`src/rtl/vx_dispatch_lane_batcher_pkg.sv`:
```
// Shared definitions for lane-serializing dispatch units: batch counts, pid width
// and the per-batch framing info that travels with each emitted slice.
package vx_dispatch_lane_batcher_pkg;

  localparam int NUM_THREADS_DFLT = 4;
  localparam int NUM_LANES_DFLT   = 2;
  localparam int PID_MAX_W        = 8;

  function automatic int pid_width(input int num_batches);
    return (num_batches > 1) ? $clog2(num_batches) : 1;
  endfunction

  localparam int NUM_BATCHES = NUM_THREADS_DFLT / NUM_LANES_DFLT;
  localparam int PID_W       = pid_width(NUM_BATCHES);

  // pid is held at a fixed maximum width so the struct is usable for any lane split
  typedef struct packed {
    logic [PID_MAX_W-1:0] pid;
    logic                 sop;
    logic                 eop;
  } batch_info_t;

endpackage

```
`src/rtl/vx_dispatch_lane_batcher_select.sv`:
```
// Combinational batch picker: finds the first active batch of a thread mask and the
// next active batch strictly above a given index.
module vx_batch_select
  import vx_dispatch_lane_batcher_pkg::*;
#(
  parameter int NUM_THREADS = 4,
  parameter int NUM_LANES   = 2,
  localparam int NB         = NUM_THREADS / NUM_LANES,
  localparam int PW         = pid_width(NB)
) (
  input  logic [NUM_THREADS-1:0] tmask,
  input  logic [PW-1:0]          cur,
  output logic [PW-1:0]          first_active,
  output logic [PW-1:0]          nxt,
  output logic                   last
);

  logic [NB-1:0] act;

  always_comb begin
    act = '0;
    for (int b = 0; b < NB; b++) begin
      act[b] = |tmask[b*NUM_LANES +: NUM_LANES];
    end
  end

  // Scan from the top so the lowest qualifying batch wins; an empty mask yields batch 0.
  always_comb begin
    first_active = '0;
    nxt          = '0;
    last         = 1'b1;
    for (int b = NB - 1; b >= 0; b--) begin
      if (act[b]) begin
        first_active = PW'(b);
      end
      if (act[b] && (PW'(b) > cur)) begin
        nxt  = PW'(b);
        last = 1'b0;
      end
    end
  end

endmodule

```
`src/rtl/vx_dispatch_lane_batcher.sv`:
```
// Serializes a full-warp dispatch packet into NUM_LANES-wide batches, skipping
// batches with no active thread, and tags each batch with pid/sop/eop.
//
//   state     | meaning
//   ----------+-----------------------------------------------------------
//   started=0 | idle or at the first active batch of the presented packet
//   started=1 | part of the packet emitted; bidx_r is the next batch to send
module vx_dispatch_lane_batcher
  import vx_dispatch_lane_batcher_pkg::*;
#(
  parameter int NUM_THREADS = 4,
  parameter int NUM_LANES   = 2,
  parameter int XLEN        = 32,
  parameter int META_W      = 128,
  parameter int NT_WIDTH    = 2,
  localparam int NB         = NUM_THREADS / NUM_LANES,
  localparam int PW         = pid_width(NB),
  localparam int SW         = NUM_LANES * XLEN
) (
  input  logic                     clk,
  input  logic                     reset,
  input  logic                     in_valid,
  output logic                     in_ready,
  input  logic [NUM_THREADS-1:0]   in_tmask,
  input  logic [NUM_THREADS*XLEN-1:0] in_rs1_data,
  input  logic [NUM_THREADS*XLEN-1:0] in_rs2_data,
  input  logic [NUM_THREADS*XLEN-1:0] in_rs3_data,
  input  logic [META_W-1:0]        in_meta,
  input  logic [NT_WIDTH-1:0]      in_tid,
  output logic                     out_valid,
  input  logic                     out_ready,
  output logic [NUM_LANES-1:0]     out_tmask,
  output logic [SW-1:0]            out_rs1_data,
  output logic [SW-1:0]            out_rs2_data,
  output logic [SW-1:0]            out_rs3_data,
  output logic [META_W-1:0]        out_meta,
  output logic [NT_WIDTH-1:0]      out_tid,
  output logic [PW-1:0]            out_pid,
  output logic                     out_sop,
  output logic                     out_eop
);

  logic           started_r;
  logic [PW-1:0]  bidx_r;
  logic [PW-1:0]  first_active;
  logic [PW-1:0]  nxt;
  logic [PW-1:0]  cur;
  logic           last;
  logic           load;

  logic [NUM_LANES-1:0] sl_tmask;
  logic [SW-1:0]        sl_rs1;
  logic [SW-1:0]        sl_rs2;
  logic [SW-1:0]        sl_rs3;
  batch_info_t          info_d;
  batch_info_t          info_r;
  logic                 unused_info;

  assign cur = started_r ? bidx_r : first_active;

  vx_batch_select #(
    .NUM_THREADS (NUM_THREADS),
    .NUM_LANES   (NUM_LANES)
  ) u_sel (
    .tmask        (in_tmask),
    .cur          (cur),
    .first_active (first_active),
    .nxt          (nxt),
    .last         (last)
  );

  assign load     = in_valid && (!out_valid || out_ready);
  assign in_ready = load && last;

  always_comb begin
    sl_tmask = '0;
    sl_rs1   = '0;
    sl_rs2   = '0;
    sl_rs3   = '0;
    for (int b = 0; b < NB; b++) begin
      if (cur == PW'(b)) begin
        sl_tmask = in_tmask[b*NUM_LANES +: NUM_LANES];
        sl_rs1   = in_rs1_data[b*SW +: SW];
        sl_rs2   = in_rs2_data[b*SW +: SW];
        sl_rs3   = in_rs3_data[b*SW +: SW];
      end
    end
    info_d     = '0;
    info_d.pid = PID_MAX_W'(cur);
    info_d.sop = !started_r;
    info_d.eop = last;
  end

  always_ff @(posedge clk or posedge reset) begin
    if (reset) begin
      out_valid    <= 1'b0;
      started_r    <= 1'b0;
      bidx_r       <= '0;
      out_tmask    <= '0;
      out_rs1_data <= '0;
      out_rs2_data <= '0;
      out_rs3_data <= '0;
      out_meta     <= '0;
      out_tid      <= '0;
      info_r       <= '0;
    end else if (load) begin
      out_valid    <= 1'b1;
      out_tmask    <= sl_tmask;
      out_rs1_data <= sl_rs1;
      out_rs2_data <= sl_rs2;
      out_rs3_data <= sl_rs3;
      out_meta     <= in_meta;
      out_tid      <= in_tid;
      info_r       <= info_d;
      if (last) begin
        started_r <= 1'b0;
      end else begin
        started_r <= 1'b1;
        bidx_r    <= nxt;
      end
    end else if (out_ready) begin
      out_valid <= 1'b0;
    end
  end

  assign out_pid     = info_r.pid[PW-1:0];
  assign out_sop     = info_r.sop;
  assign out_eop     = info_r.eop;
  assign unused_info = ^info_r.pid;

  // Upstream must not change a packet that is partially serialized.
  assert property (@(posedge clk) disable iff (reset)
    (in_valid && !in_ready && started_r) |=>
      ($stable(in_tmask) && $stable(in_rs1_data) && $stable(in_rs2_data) &&
       $stable(in_rs3_data) && $stable(in_meta) && $stable(in_tid)))
    else $error("dispatch packet changed while partially emitted");

  always @(posedge clk) begin
    if (!reset && load) begin
      assert (in_tmask != '0) else $warning("dispatch packet with empty thread mask");
    end
  end

endmodule

```
`config.mk`:
```
export PLATFORM = sky130hd
export DESIGN_NAME = vx_dispatch_lane_batcher
export DESIGN_NICKNAME = d
export VERILOG_FILES = /design/src/rtl/vx_dispatch_lane_batcher_pkg.sv /design/src/rtl/vx_dispatch_lane_batcher_select.sv /design/src/rtl/vx_dispatch_lane_batcher.sv
export SDC_FILE = /design/constraint.sdc
export NUM_CORES = 1
export LEC_CHECK = 0
export BUFFER_PORTS_ARGS = -buffer_cell sky130_fd_sc_hd__buf_2
export CORE_AREA = 8 8 321 323
export DETAILED_ROUTE_END_ITERATION = 10
export DIE_AREA = 0 0 329 331
export PLACE_DENSITY = 0.46
export SLEW_MARGIN = 40
export SYNTH_ARGS = -nofsm -noshare
export SYNTH_HDL_FRONTEND = slang
export SYNTH_SLANG_ARGS = --single-unit
```
`constraint.sdc`:
```
create_clock -name clk -period 11.35 [get_ports clk]
set_input_delay 0 -clock clk [delete_from_list [all_inputs] [get_ports clk]]
set_output_delay 0 -clock clk [all_outputs]
set_load 0.01 [all_outputs]
```
==> results.yml <==
sta:
  finalHoldViolCount: 0
  min_period_over_period_pct: 33.5
  slew_headroom_pct: 39.9
  fmax_mhz: 263
  fin_crit_ps: 3800
  skew_ps: 17.2
  worst_pin_slew_ps: 901
  timing.setup.tns_ps: 0
  setup_viol: 0
  maxSlewViolCount: 0
  rsz0062_at_grt: "no"
grt:
  grt_pass1_vias: 21000
  grt.total_usage_pct: 16.2
  grt_pass1_wl_mm: 138
  grt-ovfl-total: 0
  antenna_found_initial: 14
  grt_max_degree: 111
worst_setup_path:
  crit_type: "reg2reg"
  crit_fanout: 52
  crit_path_start_kind: "flop"
  worstPathRequired_ps: 11820
  cp.arrival_ps: 4280
  cp-end-kind: "flop"
synthesis:
  synth_nets: 2208
  synth_warnings: 0
  syn_area_um2: 17800
  yosysTopAreaCell: "dfrtp_1"
  synth_area_per_cell_um2: 10.6
  ys_seq_area_share_pct: 46.4
  synthTopCellsByArea: "dfrtp_1, a31oi_1, mux2_4"
  yosysTopAreaCellShare_pct: 46.4
  yosys_register_bits: 330
  syn-instance-count: 1686
  yosysUniqueCellTypes: 27
route:
  drc_errors: 0
  drtIter0Drc: 1164
  ant_nets: 0
  wirelength_mm: 94.6
  num_vias: 20100
  wire_per_inst_um: 22.3
  drtPass1Iterations: 5
  vias_per_cell: 4.75
clock_tree:
  cts_root_buf: "clkbuf_16"
  cts_buffers: 44
  clk_pin_slew_ps: 60
  max-clock-path-buffers: 3
  cts_tree: "built"
  clk_latency_ps: 600
  cts_max_level: 2
  cts.sink_count: 330
run:
  maxCapViolCount: 0
min_path:
  hold_class: "in2async"
floorplanning:
  ios: 851
  initial_core_util_pct: 18.2
  core.rowCount: 115
  die_x_um: 329
  core_area_um2: 97700
  die_h_um: 331
  die_area_um2: 109000
place:
  io_buffers: 850
  gp_congestion: 0.788
  hpwl_mm: 62.7
  placed_cell_area_um2: 22800
  dp_cells: 3624
run_status:
  status: "finished clean"
layout:
  final_nets: 3429
  syn2layout_area_growth_pct: 66.2
  drive_gt1_share_pct: 38.6
  final_area_um2: 29600
  fin_cells: 4232
power_and_ir_drop:
  p_total_uw: 5650
  ir_drop_uv: 114
  power_density_nw_per_um2: 191
  cellLeakagePower_uw: 0.0132
## synth_stat cells
master and count:
a21o_1 1, nor2_1 2, a31oi_1 386, dfrtp_1 330, o211ai_2 37, buf_2 43, mux2i_1 1, mux2_4 104
clkbuf_1 129, nand2_1 2, mux2_2 27, and2_1 2, o211ai_1 155, inv_1 2, o21bai_1 2, nand2b_4 1
buf_4 10, buf_6 44, and3_1 192, buf_1 6, nand2b_1 1, nor3_4 1, a21oi_1 201, or3_1 1
nor2b_1 4, or2_2 1, nor3_1 1
## final timing paths
check,startpoint,to,slack [ps],cells after the start
hold / removal,reset,out_meta[72],20,3
min in group clk,in_meta[49],out_meta[49],160,3
max in group asynchronous,reset,out_meta[119],9620,5
setup reg to reg,out_valid,out_rs1_data[58],7550,6
setup / recovery,out_valid,out_rs1_data[58],7550,6
hold reg to reg,out_meta[117],out_meta[117],500,1
## layer usage
layer  GRT usage, %  vias to the layer above  share of wire, %
li1               -                     9067                 -
met5              0                        -             0.073
met4           4.31                       10               2.7
met3           5.05                      133               8.6
met1           20.4                     9966                41
met2           26.8                      918                48
## cell families after synthesis
family	synth area share, %
flops	46.4
simple gates	7.34
compound gates	28.5
buf+inv	7.30
mux	10.5
## registers in the layout, summed over array words and instances, names as in the netlist
name / flops
out_tmask: 2
out_meta: 128
out_rs1_data: 64
started_r: 1
bidx_r: 1
out_sop: 1
out_rs2_data: 64
out_rs3_data: 64
out_pid: 1
out_valid: 1
out_eop: 1
out_tid: 2
## area by class of cell
type,count,area [um2]
diodes,7,17.5
clock buffers,65,1310
clock inverters,12,198
fillers,10200,68100
inverters,2,20.0
multi-input cells,1122,8290
flip-flops and latches,330,8270
well taps,1287,1610
repair buffers,1407,9890
## layout by cell type (no fill, tap or decap), drive strengths merged
| cell | synthesis | layout |
|---|---|---|
| o21bai | 2 | 2 |
| mux2 | 131 | 131 |
| nor2 | 2 | 2 |
| bufinv | 0 | 4 |
| buf | 103 | 886 |
| or2 | 1 | 1 |
| nor3 | 2 | 2 |
| nor2b | 4 | 4 |
| nand2b | 2 | 2 |
| inv | 2 | 4 |
| clkbuf | 129 | 65 |
| dlygate4sd3 | 0 | 521 |
| or3 | 1 | 1 |
| and3 | 192 | 192 |
| a21oi | 201 | 201 |
| nand2 | 2 | 2 |
| o211ai | 192 | 192 |
| a21o | 1 | 1 |
| dfrtp | 330 | 330 |
| diode | 0 | 7 |
| and2 | 2 | 2 |
| mux2i | 1 | 1 |
| a31oi | 386 | 386 |
| clkinv | 0 | 6 |
## where the power goes
part	leakage [uW]	switching, uW	total [uW]	internal (uW)
logic	0.00867	1280	2450	1170
clock network	0.000743	583	1470	891
registers	0.00375	230	1730	1500
total	0.0132	2100	5650	3560
## stage by stage
stage	worst slack, ps	util [%]	hold WS (ps)
2_1_floorplan	2210	-	148
3_3_place_gp	8010	23.2	230
3_5_place_dp	7970	23.3	234
4_1_cts	7460	30.2	96.6
5_1_grt	7400	30.3	85.3
6_report	7550	30.3	23.8
## critical path, stage by stage (launching register included)
cell	delay [ps]
dfrtp_1	400
nand2b_4	310
and2_4	650
buf_4	660
buf_4	670
a31oi_1	180
dlygate4sd3_1	620
## what timing repair did
| item | 4_1_cts | 5_1_grt |
|---|---|---|
| buffers inserted | 0 | 0 |
| hold buffers | 521 | 0 |
| endpoints found under the hold margin | 432 | 0 |
| gates resized for setup | 0 | 0 |
Note: power is estimated with default switching activity, not from simulation.
